$ cat src/rtl/serv_pkg.sv
// Shared constants for the parametrised serv state controller: counter width,
// legal datapath widths and the beats-per-phase helper.
package serv_pkg;

    localparam int CNT_W   = 5;
    localparam int W_NARROW = 1;
    localparam int W_WIDE   = 4;

    function automatic int beats(input int w);
        return 32 / w;
    endfunction

endpackage

$ cat src/rtl/serv_state_cnt.sv
// Operand-position counter: one phase of 32/W beats started by i_rf_ready, with
// a registered last-beat flag and position decodes gated by the count enable.
module serv_state_cnt
    import serv_pkg::*;
#(
    parameter int W = 1
) (
    input  logic             i_clk,
    input  logic             i_rst_n,
    input  logic             i_rf_ready,
    output logic [CNT_W-1:0] o_cnt,
    output logic             o_cnt_en,
    output logic             o_cnt_done,
    output logic             o_cnt0,
    output logic             o_cnt1,
    output logic             o_cnt2,
    output logic             o_cnt3,
    output logic             o_cnt7,
    output logic             o_cnt0to3,
    output logic             o_cnt12to31,
    output logic [1:0]       o_mem_bytecnt
);

    localparam logic [CNT_W-1:0] STEP     = CNT_W'(W);
    localparam logic [CNT_W-1:0] PRE_LAST = CNT_W'((beats(W) - 2) * W);
    localparam logic [CNT_W-1:0] BEAT7    = (W == W_WIDE) ? CNT_W'(4) : CNT_W'(7);

    logic [CNT_W-1:0] r_cnt;
    logic             r_cnt_en;
    logic             r_cnt_done;

    // Done is registered one beat early so it is high exactly on the last beat.
    always_ff @(posedge i_clk) begin
        if (!i_rst_n) begin
            r_cnt      <= '0;
            r_cnt_en   <= 1'b0;
            r_cnt_done <= 1'b0;
        end else begin
            if (r_cnt_en)
                r_cnt <= r_cnt + STEP;
            r_cnt_en   <= r_cnt_en ? !r_cnt_done : i_rf_ready;
            r_cnt_done <= r_cnt_en && (r_cnt == PRE_LAST);
        end
    end

    logic w_cnt0;
    assign w_cnt0 = r_cnt_en && (r_cnt == '0);

    assign o_cnt         = r_cnt;
    assign o_cnt_en      = r_cnt_en;
    assign o_cnt_done    = r_cnt_done;
    assign o_cnt0        = w_cnt0;
    assign o_cnt1        = (W == W_WIDE) ? w_cnt0 : (r_cnt_en && (r_cnt == CNT_W'(1)));
    assign o_cnt2        = (W == W_WIDE) ? w_cnt0 : (r_cnt_en && (r_cnt == CNT_W'(2)));
    assign o_cnt3        = (W == W_WIDE) ? w_cnt0 : (r_cnt_en && (r_cnt == CNT_W'(3)));
    assign o_cnt7        = r_cnt_en && (r_cnt == BEAT7);
    assign o_cnt0to3     = r_cnt_en && (r_cnt < CNT_W'(4));
    assign o_cnt12to31   = r_cnt_en && (r_cnt >= CNT_W'(12));
    assign o_mem_bytecnt = r_cnt[4:3];

endmodule

$ cat src/rtl/serv_state_w.sv
// Instruction sequencing for the serial core: init/run stages, optional MDU wait,
// trap capture and the ibus/dbus/RF request handshakes.
module serv_state_w
    import serv_pkg::*;
#(
    parameter int W     = 1,
    parameter int MDU   = 0,
    parameter int ALIGN = 0
) (
    input  logic             i_clk,
    input  logic             i_rst_n,
    input  logic             i_rf_ready,
    input  logic             i_ibus_ack,
    input  logic             i_dbus_ack,
    input  logic             i_two_stage_op,
    input  logic             i_branch_op,
    input  logic             i_cond_branch,
    input  logic             i_bne_or_bge,
    input  logic             i_shift_op,
    input  logic             i_sh_right,
    input  logic             i_slt_or_branch,
    input  logic             i_dbus_en,
    input  logic             i_e_op,
    input  logic             i_rd_op,
    input  logic             i_mdu_op,
    input  logic             i_alu_cmp,
    input  logic             i_sh_done,
    input  logic             i_ctrl_misalign,
    input  logic             i_mem_misalign,
    input  logic             i_new_irq,
    input  logic             i_mdu_ready,
    output logic [CNT_W-1:0] o_cnt,
    output logic             o_cnt_en,
    output logic             o_cnt_done,
    output logic             o_init,
    output logic             o_cnt0,
    output logic             o_cnt1,
    output logic             o_cnt2,
    output logic             o_cnt3,
    output logic             o_cnt7,
    output logic             o_cnt0to3,
    output logic             o_cnt12to31,
    output logic [1:0]       o_mem_bytecnt,
    output logic             o_ctrl_pc_en,
    output logic             o_ctrl_jump,
    output logic             o_ctrl_trap,
    output logic             o_bufreg_en,
    output logic             o_rf_rd_en,
    output logic             o_ibus_cyc,
    output logic             o_dbus_cyc,
    output logic             o_rf_rreq,
    output logic             o_rf_wreq,
    output logic             o_mdu_valid
);

    localparam bit HAS_MDU    = (MDU != 0);
    localparam bit CTRL_ALIGN = (ALIGN == 0);

    logic r_init_done;
    logic r_ctrl_jump;
    logic r_misalign_trap;
    logic r_stage_two_req;
    logic r_mdu_wait;
    logic r_ibus_cyc;
    logic w_take_branch;

    serv_state_cnt #(.W(W)) u_cnt (
        .i_clk         (i_clk),
        .i_rst_n       (i_rst_n),
        .i_rf_ready    (i_rf_ready),
        .o_cnt         (o_cnt),
        .o_cnt_en      (o_cnt_en),
        .o_cnt_done    (o_cnt_done),
        .o_cnt0        (o_cnt0),
        .o_cnt1        (o_cnt1),
        .o_cnt2        (o_cnt2),
        .o_cnt3        (o_cnt3),
        .o_cnt7        (o_cnt7),
        .o_cnt0to3     (o_cnt0to3),
        .o_cnt12to31   (o_cnt12to31),
        .o_mem_bytecnt (o_mem_bytecnt)
    );

    assign w_take_branch = i_branch_op & (!i_cond_branch | (i_alu_cmp ^ i_bne_or_bge));
    assign o_init        = i_two_stage_op & !i_new_irq & !r_init_done;

    always_ff @(posedge i_clk) begin
        if (!i_rst_n) begin
            r_init_done     <= 1'b0;
            r_ctrl_jump     <= 1'b0;
            r_misalign_trap <= 1'b0;
            r_stage_two_req <= 1'b0;
            r_mdu_wait      <= 1'b0;
            r_ibus_cyc      <= 1'b1;
        end else begin
            if (o_cnt_done) begin
                r_init_done     <= o_init & !r_init_done;
                r_ctrl_jump     <= o_init & w_take_branch;
                r_stage_two_req <= o_init;
            end
            r_misalign_trap <= o_init & ((w_take_branch & i_ctrl_misalign & CTRL_ALIGN) |
                                         (i_dbus_en & i_mem_misalign));
            // A ready in the same cycle as the request completes it outright.
            r_mdu_wait <= HAS_MDU & !i_mdu_ready & (r_mdu_wait | o_mdu_valid);
            if (i_ibus_ack | o_cnt_done)
                r_ibus_cyc <= o_ctrl_pc_en;
        end
    end

    assign o_mdu_valid  = HAS_MDU & r_init_done & !o_cnt_en & i_mdu_op & !r_mdu_wait;
    assign o_ctrl_jump  = r_ctrl_jump;
    assign o_ctrl_trap  = i_e_op | i_new_irq | r_misalign_trap;
    assign o_ctrl_pc_en = o_cnt_en & !o_init;
    assign o_rf_rd_en   = i_rd_op & !o_init;
    assign o_ibus_cyc   = r_ibus_cyc & i_rst_n;
    assign o_dbus_cyc   = !o_cnt_en & r_init_done & i_dbus_en & !i_mem_misalign;
    assign o_rf_rreq    = i_ibus_ack | (r_stage_two_req & r_misalign_trap);
    assign o_rf_wreq    = !r_misalign_trap & !o_cnt_en & r_init_done &
                          ((i_shift_op & (i_sh_done | !i_sh_right)) | i_dbus_ack |
                           i_slt_or_branch | (i_mdu_op & i_mdu_ready));
    assign o_bufreg_en  = (o_cnt_en & (o_init | ((o_ctrl_trap | i_branch_op) & i_two_stage_op))) |
                          (i_shift_op & !r_stage_two_req & r_init_done & (i_sh_right | i_sh_done));

endmodule

$ cat config.mk
export PLATFORM = sky130hd
export DESIGN_NAME = serv_state_w
export DESIGN_NICKNAME = d
export VERILOG_FILES = /design/src/rtl/serv_pkg.sv /design/src/rtl/serv_state_cnt.sv /design/src/rtl/serv_state_w.sv
export SDC_FILE = /design/constraint.sdc
export NUM_CORES = 1
export LEC_CHECK = 0
export ABC_AREA = 0
export CAP_MARGIN = 15
export CORE_MARGIN = 5
export CORE_UTILIZATION = 32
export CTS_BUF_LIST = sky130_fd_sc_hd__clkbuf_4 sky130_fd_sc_hd__clkbuf_8
export DETAILED_ROUTE_END_ITERATION = 10
export PLACE_DENSITY = 0.78
export SKIP_CTS_REPAIR_TIMING = 1
export SLEW_MARGIN = 25
export SYNTH_ARGS = -nofsm -noshare
export SYNTH_HDL_FRONTEND = slang
export SYNTH_SLANG_ARGS = --single-unit
export TNS_END_PERCENT = 5
$ cat constraint.sdc
create_clock -name i_clk -period 1.3 [get_ports i_clk]
set_input_delay 0.325 -clock i_clk [delete_from_list [all_inputs] [get_ports i_clk]]
set_output_delay 0.325 -clock i_clk [all_outputs]
set_load 0.05 [all_outputs]
==> flow_summary.yaml <==
run_status:
  outcome: "finished, violations left"
  violations: "setup timing"
pwr:
  power_density_nw_per_um2: 628.3
  clkPwrFrac: 0.236
  power_frac_seq: 0.322
  cellInternalPower_uw: 743.8
  combPwrFrac: 0.442
  switching_share: 0.3309
  ir_worst_vdd_uv: 618.0
  power_uw: 1112
  p_switching_uw: 367.9
  p_leak_uw: 0.0008191
layout:
  drive_above_1_share: 0.5294
  nNetsFinal: 180
  fillCellCount: 93
  area_growth_pct: 154.3
  layout_common_cells: "buf_4 (24), buf_12 (21), clkdlybuf4s50_1 (11), dlymetal6s2s_1 (10), buf_6 (8)"
  antenna_cells: 0
  post-route-util: 0.8750
  layout_commonest_cell: "buf_4"
  final_cells: 180
  final_design_area_no_fill_um2: 1769
clock_network:
  clk_path_buf_depth: 2
  clkTransAtPathRegs_ps: 80
  clk-insertion-delay-late_ps: 270
  cts.sinks: 11
  cts_tree: "built"
  numCtsBuffers: 3
  root_buffer: "clkbuf_4"
  htree_levels: 1
yosys:
  seq_area_frac_synth: 0.3165
  async_reset_ff_frac: 0
  synth_warnings: 0
  synth_top_family_by_area: "simple AND/OR/NAND/NOR gates"
  synth_fa_ha_area_frac: 0.07194
  synthCells: 79
  muxShareOfSynthArea: 0.02878
  synth_compound_area_frac: 0.1079
  ys_ff_latch: 11
  ys.flop_type: "dfxtp_1"
  yosys.area_share.simple: 0.3345
  synthesis.area_um2: 695.7
  post_synth_num_cell_types: 28
  synth_nets: 105
  synth_area_per_cell_um2: 8.806
  synth_xor_area_frac: 0.06295
  synth_edf_count: 0
timing:
  skew_ps: 6.406
  finalHoldViolations: 0
  post-route-period-util: 1.361
  finalCriticalPeriod_ps: 1769
  rsz0062_at_grt: "true"
  setup_violations: 16
  max_freq_mhz: 565.2
  layout_setup_ws_ps: -469.3
  drv_slew: 0
route:
  via_per_inst: 4.700
  drt_wl_total_um: 2920
  vias: 846
  drc: 0
  wl_per_cell_um: 16.22
  drtIter0Drc: 12
  ant_nets: 0
  first_pass_iters: 4
worst_setup_path:
  crit_path_end_kind: "primary output"
  cp_slowest_stage_delay_ps: 360
  crit_chain: "or3_4 -> o311a_1 -> buf_6"
  cp_num_buf_inv: 1
  cp.required_ps: 980
  start_kind: "register"
  cp.arrival_ps: 1440
  cpMaxStageDelayCell: "o311a_1"
  crit_family: "compound AO/OA/AOI/OAI gates"
  crit_type: "reg2out"
  critPathMaxFanout: 2
global_route:
  antenna_found_initial: 0
  overflow: 0
  grt_usage: 0.1650
  grt_pass1_vias: 912
  grt_first_pass_wirelength_um: 4050
  grt_max_degree: 13
place:
  globalplace.congestion: 0.7858
  placed_area_um2: 1633
  pre_cts_ws_ps: -640.8
  hpwlAfterDp_um: 2194
  placed_cells: 172
  numPortBuffers: 47
floorplan:
  ios: 49
  start_util: 0.3441
  num_rows: 16
  dieArea_um2: 3206
  die_width_um: 56.63
  fp.dieH_um: 56.63
  core_um2: 2022
run:
  maxCapViolCount: 0
worst_hold_path:
  worstHoldPathType: "in2reg"
==> routing by layer <==
layer,track usage,up-vias,part of all wire
li1,-,415,-
met5,0,-,0
met4,0.09153,0,0.017
met1,0.1566,393,0.37
met3,0.02294,4,0.043
met2,0.3284,34,0.57
==> logic make-up (layout without fill, tap and decap cells) <==
family,count (synthesis),count (layout)
compound gates,11,11
xor+xnor,5,5
fa+ha+maj,4,4
buf+inv,10,84
flops,11,11
mux,2,2
other cells,1,1
simple gates,35,35
==> state kept, by name, summed over array words and instances, names as in the netlist <==
name              count
o_ctrl_jump           1
r_ibus_cyc            1
r_misalign_trap       1
u_cnt.o_cnt           5
u_cnt.o_cnt_done      1
u_cnt.o_cnt_en        1
r_init_done           1
==> worst min-delay path: stages <==
cell	delay, ps
dlymetal6s2s_1	150
buf_4	190
o311ai_0	80
==> layout make-up <==
class,count,area [um2],share of cell area
timing repair buffer,75,950.9,0.5375
multi-input combinational,58,498.0,0.2815
inverter,5,18.77,0.01061
clock buffer,4,30.03,0.01697
tap,27,33.78,0.01909
sequential,11,237.7,0.1344
==> through the flow <==
stage                     hold WS (ps)  TNS, ps
after global placement           458.2    -4849
after CTS                        498.8    -6734
after detailed placement         480.4    -5287
final                            512.0    -5046
after global routing             534.6    -5837
after floorplan                  445.4    -5439
==> power by group through the flow <==
stage / registers [uW] / clock network [uW] / logic, uW
after CTS: 360 / 270 / 461
final: 358 / 263 / 491
after global routing: 360 / 277 / 518
after detailed placement: 368 / 0 / 460
after floorplan: 395 / 0 / 176
after global placement: 367 / 0 / 448
==> final timing paths <==
check | depth (start not counted) | start | slack (ps) | end
worst max register to register | 5 | u_cnt.o_cnt[0] | 90 | u_cnt.o_cnt[4]
worst max-delay path | 3 | r_misalign_trap | -470 | o_bufreg_en
worst min register to register | 2 | r_ibus_cyc | 530 | r_ibus_cyc
worst min-delay path | 3 | i_rst_n | 510 | r_ibus_cyc
==> cell usage after synthesis, drive strengths merged, types with 3 or more instances <==
cell / count / area share
and2: 11 / 0.099
buf: 4 / 0.040
dfxtp: 11 / 0.32
ha: 4 / 0.072
inv: 5 / 0.027
nand2: 6 / 0.032
nand4: 4 / 0.036
nor2: 4 / 0.022
nor2b: 3 / 0.027
o21ai: 3 / 0.022
xnor2: 4 / 0.050
Power figures use the tool's default switching activity.
